**src/rtl/bit_serial_add_ctrl.sv**
```systemverilog
// Bit-serial adder controller: latches operands, walks them LSB-first through an
// external 1-bit full adder, and presents the registered sum/carry with a done pulse.
module bit_serial_add_ctrl #(
  parameter int WIDTH = 8
) (
  input  logic             clk,
  input  logic             reset,
  input  logic             start,
  input  logic [WIDTH-1:0] A,
  input  logic [WIDTH-1:0] B,
  input  logic             Cin,
  output logic             fa_A,
  output logic             fa_B,
  output logic             fa_Cin,
  input  logic             fa_S,
  input  logic             fa_Cout,
  output logic             busy,
  output logic             done,
  output logic [WIDTH-1:0] S,
  output logic             Cout
);

  localparam int CW = (WIDTH > 1) ? $clog2(WIDTH) : 1;
  localparam logic [CW-1:0] LAST = CW'(WIDTH - 1);

  typedef enum logic [1:0] {IDLE, RUN, DONE} stateT;

  stateT            state, nextState;
  logic [WIDTH-1:0] aReg, bReg, sumReg, sumNext;
  logic             carryReg;
  logic [CW-1:0]    cnt;

  always_ff @(posedge clk) begin
    if (reset) state <= IDLE;
    else       state <= nextState;
  end

  always_comb begin
    nextState = state;
    fa_A      = 1'b0;
    fa_B      = 1'b0;
    fa_Cin    = 1'b0;
    case (state)
      IDLE: if (start) nextState = RUN;
      RUN: begin
        fa_A   = aReg[cnt];
        fa_B   = bReg[cnt];
        fa_Cin = carryReg;
        if (cnt == LAST) nextState = DONE;
      end
      DONE:    nextState = IDLE;
      default: nextState = IDLE;
    endcase
  end

  always_comb begin
    sumNext      = sumReg;
    sumNext[cnt] = fa_S;
  end

  // Result registers are only loaded on the final bit so S/Cout hold the previous
  // answer while a new addition is still in flight.
  always_ff @(posedge clk) begin
    if (reset) begin
      aReg     <= '0;
      bReg     <= '0;
      sumReg   <= '0;
      carryReg <= 1'b0;
      cnt      <= '0;
      S        <= '0;
      Cout     <= 1'b0;
    end else begin
      case (state)
        IDLE: if (start) begin
          aReg     <= A;
          bReg     <= B;
          carryReg <= Cin;
          sumReg   <= '0;
          cnt      <= '0;
        end
        RUN: begin
          sumReg   <= sumNext;
          carryReg <= fa_Cout;
          if (cnt == LAST) begin
            S    <= sumNext;
            Cout <= fa_Cout;
            cnt  <= '0;
          end else begin
            cnt <= cnt + 1'b1;
          end
        end
        default: ;
      endcase
    end
  end

  assign busy = (state == RUN);
  assign done = (state == DONE);

endmodule

```
**config.mk**
```make
export PLATFORM = sky130hd
export DESIGN_NAME = bit_serial_add_ctrl
export DESIGN_NICKNAME = d
export VERILOG_FILES = /design/src/rtl/bit_serial_add_ctrl.sv
export SDC_FILE = /design/constraint.sdc
export NUM_CORES = 1
export LEC_CHECK = 0
export BUFFER_PORTS_ARGS = -buffer_cell sky130_fd_sc_hd__buf_2
export CORE_MARGIN = 2
export CORE_UTILIZATION = 35
export CTS_BUF_LIST = sky130_fd_sc_hd__clkbuf_16
export DETAILED_ROUTE_END_ITERATION = 6
export PLACE_DENSITY = 0.63
export SKIP_CTS_REPAIR_TIMING = 1
export SYNTH_ARGS = -nofsm -noshare
export SYNTH_HDL_FRONTEND = slang
export SYNTH_SLANG_ARGS = --single-unit
export TNS_END_PERCENT = 50
```
**constraint.sdc**
```tcl
create_clock -name clk -period 1.8 [get_ports clk]
set_clock_uncertainty 0.05 [all_clocks]
set_input_delay 0.27 -clock clk [delete_from_list [all_inputs] [get_ports clk]]
set_output_delay 0.27 -clock clk [all_outputs]
set_load 0.01 [all_outputs]
```
==> out/qor.yml, run 1 <==
synthesis:
  ys_ff_latch: 39
  synth_cell_types: 41
  synth_top_area_cell: "dfxtp_1"
  netlist_instances: 212
  synthTopCellsByArea: "dfxtp_1, nand2_1, mux2i_1, a21oi_1, nor2_1"
  postSynthNetCount: 236
  syn_avg_cell_area_sq_um: 8.71
  synth_top_area_share_pct: 42.3
  ys_seq_area_share_pct: 42.3
  ys_warn_count: 0
  synth_area_sq_um: 1850
place:
  routabilityCongestion: 0.721
  placed_cell_area_sq_um: 2080
  port_buffers: 35
  dpl.cell_count: 309
  place_hpwl_mm: 2.51
layout:
  drive_above_1_share_pct: 29.7
  diodes: 0
  final_common_cell: "nand2_1"
  synthToLayoutAreaGrowth_pct: 23.1
  finish.utilization_pct: 44.5
  design_area_sq_um: 2270
  nFillCells: 530
  layout_common_cells: "nand2_1, dfxtp_1, buf_2"
  final_cells: 319
  nets: 272
cts:
  insertion_delay_ns: 0.27
  clk_pin_slew_ns: 0.05
  cts_buffers: 5
  htree_levels: 2
  cts.sinks: 39
  root_buffer: "clkbuf_16"
  cts_tree: "done"
  clk_path_buf_depth: 2
sta:
  setup_viol: 1
  period_needed_ns: 1.82
  max_slew_margin_pct: 67.3
  fmax_mhz: 550
  finalHoldViolCount: 0
  rsz0062_at_grt: "yes"
  drv_slew: 0
  fin_ws_ns: -0.0182
  finalCritPeriodShare_pct: 101
  worst_pin_slew_ns: 0.489
global_route:
  grt.overflow.total: 0
  antenna_found_initial: 0
  grt_first_pass_wirelength_mm: 6.31
  grt_util_all_layers_pct: 13.2
  grt_pass1_vias: 1394
  grt_start_max_net_pins: 40
critical_path:
  crit_slowest_cell: "dfxtp_4"
  critPathMaxStageDelay_ns: 0.39
  cp.arrival_ns: 1.50
  path_class: "reg -> out"
  setup.worst_path.end_class: "output port"
  critPathBufInv: 1
  cp_max_fo: 6
  cp_top_family: "flip-flops"
  crit_chain: "mux2i_2 > nor3b_1 > o41a_1 > buf_2"
  crit_required_ns: 1.48
  worst_setup_path_start_kind: "flip-flop"
floorplanning:
  coreArea_sq_um: 5110
  ios: 36
  fp.dieH_microns: 76.6
  die_w_microns: 76.6
  initial_core_util_pct: 36.1
  die_area_sq_um: 5870
  row_count: 26
power:
  p_clk_share_pct: 46.9
  p_per_area_nw_per_um2: 917
  p_seq_share_pct: 43.8
  switchingPower_w: 0.000464
  p_leak_nw: 0.906
  p_sw_share_pct: 22.3
  p_int_w: 0.00162
  p_comb_share_pct: 9.3
  ir_drop_v: 0.000573
outcome:
  status: "finished, violations left"
  violations: "negative setup slack"
route:
  viasPerCell: 4.86
  post-route-drc-count: 0
  routed.top_layer: "met3"
  dr.pass1.iters: 4
  drt_iter0_drc: 82
  wirelength_met1_mm: 1.86
  finalWirelength_mm: 3.75
  ant_nets: 0
  post_drt_wl_per_cell_microns: 11.8
  vias: 1550
  dr_wl_met2_mm: 1.70
  dr_wl_met3_microns: 194
worst_hold_path:
  hold_path_class: "in -> reg"
job:
  drv_cap: 0
==> metrics by stage <==
| step | setup TNS [ns] | hold WS (ns) | total power [W] | setup slack [ns] |
|---|---|---|---|---|
| after floorplan | 0 | 0.356 | 0.00106 | 0.306 |
| after global placement | 0 | 0.397 | 0.00112 | 0.193 |
| after detailed placement | 0 | 0.398 | 0.00113 | 0.138 |
| after CTS | -0.283 | 0.172 | 0.00211 | -0.152 |
| after global routing | -0.146 | 0.183 | 0.00218 | -0.101 |
| final | -0.0182 | 0.177 | 0.00208 | -0.0182 |
==> registers in the layout (all words and copies together), names as in the netlist <==
register	flops
sumReg	8
S	8
state	2
bReg	8
carryReg	1
aReg	8
cnt	3
Cout	1
==> per-layer routing <==
metal  up-vias  global-route usage, %
met1       706                   16.3
met3         0                   5.33
li1        806                      -
met4         0                   2.18
met2        38                   21.9
met5         -                      0
==> final cells by class <==
type	instances	area (sq um)	share of cell area [%]
inverters	1	6.26	0.275
flip-flops and latches	39	790	34.7
clock inverters	3	38.8	1.71
well taps	70	87.6	3.85
clock buffers	5	125	5.51
multi-input cells	155	955	42.0
repair buffers	46	270	11.9
==> cells in the mapped netlist (all sizes together) <==
cell	instances
o21ai	7
mux2i	11
a21oi	20
mux2	2
a22oi	7
ha	2
clkbuf	4
a31oi	1
o21bai	1
nand2b	1
nand3b	2
and3b	2
nand2	40
o41a	1
nor3b	4
a32oi	1
nor2	26
buf	13
o21ba	1
inv	1
a311oi	2
nor3	2
a2bb2oi	2
dfxtp	39
and2	4
a21boi	1
and3	1
nor2b	1
nand3	4
nand4bb	1
a211oi	7
and2b	1
==> tightest hold or removal path, delay by kind of cell <==
family,cells,cell delay [ns]
AO/OA/AOI/OAI,1,0.05
buffers and inverters,1,0.09
AND/OR/NAND/NOR,1,0.04
==> logic make-up after synthesis <==
logic type / count (synthesis) / share of synthesized area (%)
AO/OA/AOI/OAI: 51 / 19.9
flip-flops: 39 / 42.3
buffers and inverters: 18 / 6.17
multiplexers: 13 / 7.19
adder cells (fa/ha/maj): 2 / 1.36
AND/OR/NAND/NOR: 89 / 23.1
==> worst paths after layout <==
check	startpoint	end	slack, ns	cells after the start
worst min register to register	bReg[5]	bReg[5]	0.40	2
worst max register to register	cnt[2]	sumReg[5]	0.25	7
worst max-delay path	cnt[2]	fa_A	-0.02	4
worst min-delay path	A[2]	aReg[2]	0.18	3
==> power groups by stage <==
stage / combinational [W] / sequential [W] / clock [W]
2_1_floorplan: 0.000136 / 0.000924 / 0
6_report: 0.000194 / 0.000913 / 0.000976
3_5_place_dp: 0.000193 / 0.000933 / 0
5_1_grt: 0.000220 / 0.000917 / 0.00104
3_3_place_gp: 0.000192 / 0.000933 / 0
4_1_cts: 0.000195 / 0.000914 / 0.00100
No activity file was read; power rests on OpenSTA's default activity.
==> run 2: changes to the inputs <==
Settings changed: ABC_AREA set to 1.
==> run 2 against run 1 <==
The flow now finishes without violations. Non-clock buffer count fell by 4. Design area rose by 1.4%. Utilization rose by 0.069 points. Worst setup slack improved by 0.096 ns. Sequential power rose by 2%. Power rose by 2.9%. Via count rose by 9.4%. First-iteration DRC count fell by 9.8%. Largest cell class unchanged. Routed wire length rose by 9.1%. Sequential share of layout area fell by 0.38 points. Hold slack got worse by 0.022 ns.
==> out/qor.yml, run 2 <==
place:
  pre_cts_ws_ns: 0.0994  # was 0.138 ns
  placed_cell_area_sq_um: 2110  # was 2080 sq um
  place_hpwl_mm: 2.95  # was 2.51 mm
  port_buffers: 35  # unchanged
  routabilityCongestion: 0.778  # was 0.721
cts:
  htree_levels: 2  # unchanged
  cts.sinks: 39  # unchanged
  insertion_delay_ns: 0.28  # was 0.27 ns
  cts_tree: "done"  # unchanged
  root_buffer: "clkbuf_16"  # unchanged
  clk_path_buf_depth: 2  # unchanged
  cts_buffers: 5  # unchanged
  clk_pin_slew_ns: 0.06  # was 0.05 ns
sta:
  fin_ws_ns: 0.0777  # was -0.0182 ns
  rsz0062_at_grt: "no"  # was yes
  fin_hold_ws_ns: 0.155  # was 0.177 ns
  finalHoldViolCount: 0  # unchanged
  worst_pin_slew_ns: 0.367  # was 0.489 ns
  drv_slew: 0  # unchanged
  fmax_mhz: 581  # was 550 MHz
  max_slew_margin_pct: 75.5  # was 67.3%
  setup_viol: 0  # was 1
  finalSetupTns_ns: 0  # was -0.0182 ns
  period_needed_ns: 1.72  # was 1.82 ns
  finalCritPeriodShare_pct: 95.7  # was 101%
critical_path:
  crit_top_cell: "nand2_1"
  cp.arrival_ns: 1.40  # was 1.50 ns
  critPathMaxStageDelay_ns: 0.38  # was 0.39 ns
  crit_chain: "buf_4 > nor2_4 > nand2_1 > nand2_1 > nor2_1 > a21oi_1 > buf_2"  # was mux2i_2 > nor3b_1 > o41a_1 > buf_2
  setup.worst_path.end_class: "output port"  # unchanged
  r2r_slack_ns: 0.26  # was 0.25 ns
  path_class: "reg -> out"  # unchanged
  crit_slowest_cell: "dfxtp_4"  # unchanged
  cp_max_fo: 8  # was 6
  cp_top_family: "flip-flops"  # unchanged
  crit_required_ns: 1.48  # about the same
  worst_setup_path_start_kind: "flip-flop"  # unchanged
  critPathBufInv: 2  # was 1
synthesis:
  synth_top_area_cell: "dfxtp_1"  # unchanged
  synthTopCellsByArea: "dfxtp_1, nand2_1, nor2_1, o21ai_0, nand3_1"  # was dfxtp_1, nand2_1, mux2i_1, a21oi_1, nor2_1
  netlist_top_cells_count: "nand2_1, dfxtp_1, nor2_1"  # unchanged
  synth_area_sq_um: 1900  # was 1850 sq um
  postSynthNetCount: 286  # was 236
  synth_ff_type: "dfxtp_1"  # unchanged
  netlist_instances: 262  # was 212
  synth_top_area_share_pct: 41.2  # was 42.3%
  async_reset_ff_share_pct: 0  # unchanged
  ys_warn_count: 0  # unchanged
  ys_seq_area_share_pct: 41.2  # was 42.3%
  synth_cell_types: 27  # was 41
  syn_avg_cell_area_sq_um: 7.23  # was 8.71 sq um
  ys_ff_latch: 39  # unchanged
  yosysMostFrequentCell: "nand2_1"  # unchanged
  synth_edf_count: 0  # unchanged
layout:
  layout_common_cells: "nand2_1, dfxtp_1, nor2_1"  # was nand2_1, dfxtp_1, buf_2
  nets: 323  # was 272
  diodes: 0  # unchanged
  finish.utilization_pct: 44.6  # was 44.5%
  design_area_sq_um: 2300  # was 2270 sq um
  final_common_cell: "nand2_1"  # unchanged
  synthToLayoutAreaGrowth_pct: 21.6  # was 23.1%
  drive_above_1_share_pct: 25.0  # was 29.7%
floorplanning:
  die_area_sq_um: 6020  # was 5870 sq um
  coreArea_sq_um: 5170  # was 5110 sq um
  initial_core_util_pct: 36.6  # was 36.1%
  fp.dieH_microns: 77.6  # was 76.6 microns
  ios: 36  # unchanged
  die_w_microns: 77.6  # was 76.6 microns
  row_count: 26  # unchanged
global_route:
  grt_start_max_net_pins: 26  # was 40
  grt.overflow.total: 0  # unchanged
  antenna_found_initial: 0  # unchanged
  grt_pass1_vias: 1618  # was 1394
  grt_first_pass_wirelength_mm: 7.31  # was 6.31 mm
  grt_util_all_layers_pct: 14.9  # was 13.2%
route:
  dr.pass1.iters: 4  # unchanged
  post-route-drc-count: 0  # unchanged
  post_drt_wl_per_cell_microns: 11.1  # was 11.8 microns
  viasPerCell: 4.58  # was 4.86
  drt_iter0_drc: 74  # was 82
  ant_nets: 0  # unchanged
  vias: 1696  # was 1550
  finalWirelength_mm: 4.10  # was 3.75 mm
job:
  drv_cap: 0  # unchanged
power:
  p_leak_nw: 1.07  # was 0.906 nW
  ir_drop_v: 0.000429  # was 0.000573 V
  p_per_area_nw_per_um2: 929  # was 917 nW/um^2
outcome:
  status: "completed"  # was finished, violations left
worst_hold_path:
  hold_path_class: "in -> reg"  # unchanged
==> run 2: cell types whose count changed in the layout (fill, tap and decap cells not counted), moves of 5 or more <==
cell	change
a21oi_1	-7
nor2_1	+11
nor2_4	+5
a211oi_2	-7
o21ai_0	+12
mux2i_1	-10
o21ai_1	+7
nand2_1	+23
inv_2	+5
a22oi_1	-7
o21a_1	+9
nand3_1	+10
inv_1	+19
==> run 2: cell type report <==
class	count	area (sq um)
fill	523	2870
clock inverter	3	38.8
sequential	39	792
clock buffer	5	125
multi-input combinational	185	928
tap	70	87.6
inverter	26	105
timing repair buffer	42	228
==> run 2: power breakdown <==
| part | internal [W] | leakage [nW] | switching [W] | total (W) |
|---|---|---|---|---|
| logic | 0.0000857 | 0.669 | 0.000145 | 0.000230 |
| clock network | 0.000646 | 0.0812 | 0.000336 | 0.000981 |
| registers | 0.000902 | 0.321 | 0.0000283 | 0.000930 |
==> run 2: stage by stage <==
| stage | power (W) | cells |
|---|---|---|
| floorplan | 0.00111 | 262 |
| global placement | 0.00118 | 362 |
| detailed placement | 0.00118 | 362 |
| CTS | 0.00216 | 370 |
| global route | 0.00226 | 370 |
| finish | 0.00214 | 370 |
==> run 2: worst register-to-register path, cell delays in order (launching register included) <==
cell	delay [ns]
dfxtp_4	0.41
ha_1	0.16
ha_1	0.13
inv_1	0.08
nor2_4	0.28
inv_2	0.14
nor2_1	0.13
nand2_1	0.06
nand2_1	0.05
==> run 2: worst paths after layout <==
| path | from | end | depth (start not counted) |
|---|---|---|---|
| hold / removal | fa_Cout | Cout | 3 |
| setup reg to reg | cnt[1] | Cout | 8 |
| hold reg to reg | sumReg[1] | sumReg[1] | 2 |
| setup / recovery | cnt[1] | fa_B | 7 |
==> run 2: cell families (layout without fill, tap and decap cells) <==
kind of cell             Yosys count  after routing  share of synthesized area (%)
flip-flops                        39             39                           41.2
buffers and inverters             38             76                           10.8
adder cells (fa/ha/maj)            2              2                           1.32
AND/OR/NAND/NOR                  130            130                           30.7
AO/OA/AOI/OAI                     53             53                           16.0
==> run 2: per-layer routing <==
| metal | share of wire (%) | up-vias | global-route usage [%] |
|---|---|---|---|
| met1 | 50 | 746 | 19.7 |
| met2 | 45 | 29 | 24.6 |
| met4 | 1.8 | 0 | 5.89 |
| li1 | - | 913 | - |
| met5 | 0 | - | 0 |
| met3 | 2.9 | 8 | 2.09 |
==> run 3: changes to the inputs <==
Settings changed: BUFFER_PORTS_ARGS -buffer_cell sky130_fd_sc_hd__buf_2 to -buffer_cell sky130_fd_sc_hd__buf_4.
==> run 3 against run 2 <==
First-iteration DRC count up 15%. Highest routed layer unchanged. Largest power group is now sequential cells. Sequential power is 0.6% higher. Flip-flop and latch count stayed put. Power decreased by 7.8%. Worst setup slack better by 0.0086 ns.
==> out/qor.yml, run 3 (synthesized netlist as in run 2, its figures left out) <==
outcome:
  status: "completed"  # unchanged
critical_path:
  crit_chain: "inv_8 > nand2_1 > nand2_1 > nand2_1 > nand2_1 > nor2_1 > a21oi_1 > buf_4"  # was buf_4 > nor2_4 > nand2_1 > nand2_1 > nor2_1 > a21oi_1 > buf_2
  cp-startpoint: "cnt[0]"  # was cnt[1]
  cp.arrival_ns: 1.39  # was 1.40 ns
  r2r_end: "S[2]"  # was Cout
  crit_required_ns: 1.48  # about the same
  crit_slowest_cell: "dfxtp_4"  # unchanged
  critPathBufInv: 2  # unchanged
  worst_setup_path_start_kind: "flip-flop"  # unchanged
  cp_max_fo: 16  # was 8
  path_class: "reg -> out"  # unchanged
  cp_top_family: "flip-flops"  # unchanged
  r2r_slack_ns: 0.14  # was 0.26 ns
  reg2regPathDepth: 7  # was 8
  setup.worst_path.end_class: "output port"  # unchanged
  worstReg2RegStart: "cnt[1]"  # unchanged
  crit_top_cell: "nand2_1"  # unchanged
  critPathMaxStageDelay_ns: 0.39  # was 0.38 ns
cts:
  cts_tree: "done"  # unchanged
  cts.sinks: 39  # unchanged
  root_buffer: "clkbuf_16"  # unchanged
  clk_path_buf_depth: 2  # unchanged
  cts_buffers: 5  # unchanged
  htree_levels: 2  # unchanged
  clk_pin_slew_ns: 0.05  # was 0.06 ns
  insertion_delay_ns: 0.28  # about the same
floorplanning:
  fp.dieH_microns: 77.6  # unchanged
  initial_core_util_pct: 36.6  # unchanged
  die_area_sq_um: 6020  # unchanged
  coreArea_sq_um: 5170  # unchanged
  row_count: 26  # unchanged
  ios: 36  # unchanged
  die_w_microns: 77.6  # unchanged
route:
  dr.pass1.iters: 4  # unchanged
  post_drt_wl_per_cell_microns: 11.2  # was 11.1 microns
  finalWirelength_mm: 4.09  # was 4.10 mm
  viasPerCell: 4.67  # was 4.58
  ant_nets: 0  # unchanged
  vias: 1703  # was 1696
  post-route-drc-count: 0  # unchanged
  drt_iter0_drc: 85  # was 74
worst_hold_path:
  hold_end: "Cout"  # unchanged
  min-delay-start: "fa_Cout"  # unchanged
  hold_path_class: "in -> reg"  # unchanged
  worstHoldPathCells: 3  # unchanged
sta:
  fin_hold_ws_ns: 0.143  # was 0.155 ns
  finalHoldViolCount: 0  # unchanged
  max_slew_margin_pct: 73.6  # was 75.5%
  drv_slew: 0  # unchanged
  rsz0062_at_grt: "no"  # unchanged
  period_needed_ns: 1.71  # was 1.72 ns
  finalCritPeriodShare_pct: 95.2  # was 95.7%
  finalSetupTns_ns: 0  # unchanged
  worst_pin_slew_ns: 0.395  # was 0.367 ns
  fin_ws_ns: 0.0863  # was 0.0777 ns
  setup_viol: 0  # unchanged
  fmax_mhz: 584  # was 581 MHz
global_route:
  grt_start_max_net_pins: 26  # unchanged
  antenna_found_initial: 0  # unchanged
  grt_pass1_vias: 1608  # was 1618
  grt_first_pass_wirelength_mm: 7.33  # was 7.31 mm
  grt.overflow.total: 0  # unchanged
  grt_util_all_layers_pct: 15.1  # was 14.9%
place:
  dpl.cell_count: 359  # was 362
  place_hpwl_mm: 2.84  # was 2.95 mm
  port_buffers: 35  # unchanged
  pre_cts_ws_ns: 0.0887  # was 0.0994 ns
  routabilityCongestion: 0.843  # was 0.778
power:
  p_leak_nw: 1.07  # about the same
  p_total_w: 0.00197  # was 0.00214 W
  p_per_area_nw_per_um2: 843  # was 929 nW/um^2
  ir_drop_v: 0.000423  # was 0.000429 V
layout:
  final_cells: 365  # was 370
  nets: 320  # was 323
  final_common_cell: "nand2_1"  # unchanged
  diodes: 0  # unchanged
  synthToLayoutAreaGrowth_pct: 23.6  # was 21.6%
  drive_above_1_share_pct: 23.7  # was 25.0%
  layout_common_cells: "nand2_1, buf_4, dfxtp_1, nor2_1, inv_1"  # was nand2_1, dfxtp_1, nor2_1
job:
  drv_cap: 0  # unchanged
==> run 3: cell count changes in the layout (fill, tap and decap cells not counted) <==
| cell | before | now |
|---|---|---|
| clkinv_1 | 1 | 0 |
| buf_2 | 35 | 0 |
| inv_2 | 5 | 4 |
| clkinv_2 | 1 | 0 |
| buf_4 | 7 | 38 |
| bufinv_16 | 1 | 0 |
| inv_1 | 19 | 20 |
| dfxtp_4 | 3 | 2 |
| dfxtp_2 | 0 | 1 |
| buf_6 | 0 | 1 |
| inv_8 | 0 | 1 |
==> run 3: report_power, final <==
group | internal [W] | switching, W
logic | 0.0000954 | 0.000142
clock network | 0.000492 | 0.000310
registers | 0.000904 | 0.0000322
==> run 3: worst max path at each step <==
stage | cells past startpoint | end
floorplan | 8 | S[3]
global placement | 6 | fa_B
detailed placement | 7 | S[2]
CTS | 6 | fa_B
global route | 6 | fa_B
finish | 8 | fa_B
==> run 3: metrics by stage <==
step           instance area (sq um)  util (%)
2_1_floorplan                   1900         -
3_3_place_gp                    2170      42.0
3_5_place_dp                    2170      42.0
4_1_cts                         2300      44.5
5_1_grt                         2340      45.3
6_report                        2340      45.3
==> run 3: layer usage <==
metal / vias to the layer above / share of wire, % / wire length, microns / global-route usage [%]
met4: 0 / 1.8 / 74 / 5.89
li1: 905 / - / - / -
met2: 35 / 44 / 1800 / 24.5
met5: - / 0 / 0 / 0
met3: 6 / 4.2 / 171 / 4.07
met1: 757 / 50 / 2040 / 19.1
==> run 3: final cells by class <==
class / count / area, sq um
Clock inverter: 1 / 3.75
Tap cell: 70 / 87.6
Fill cell: 541 / 2830
Timing Repair Buffer: 39 / 297
Inverter: 26 / 113
Sequential cell: 39 / 790
Clock buffer: 5 / 125
Multi-Input combinational cell: 185 / 928
==> run 3: worst min-delay path, stage by stage <==
cell and delay [ns]:
buf_4 0.09, nand2_1 0.04, nand2_1 0.04
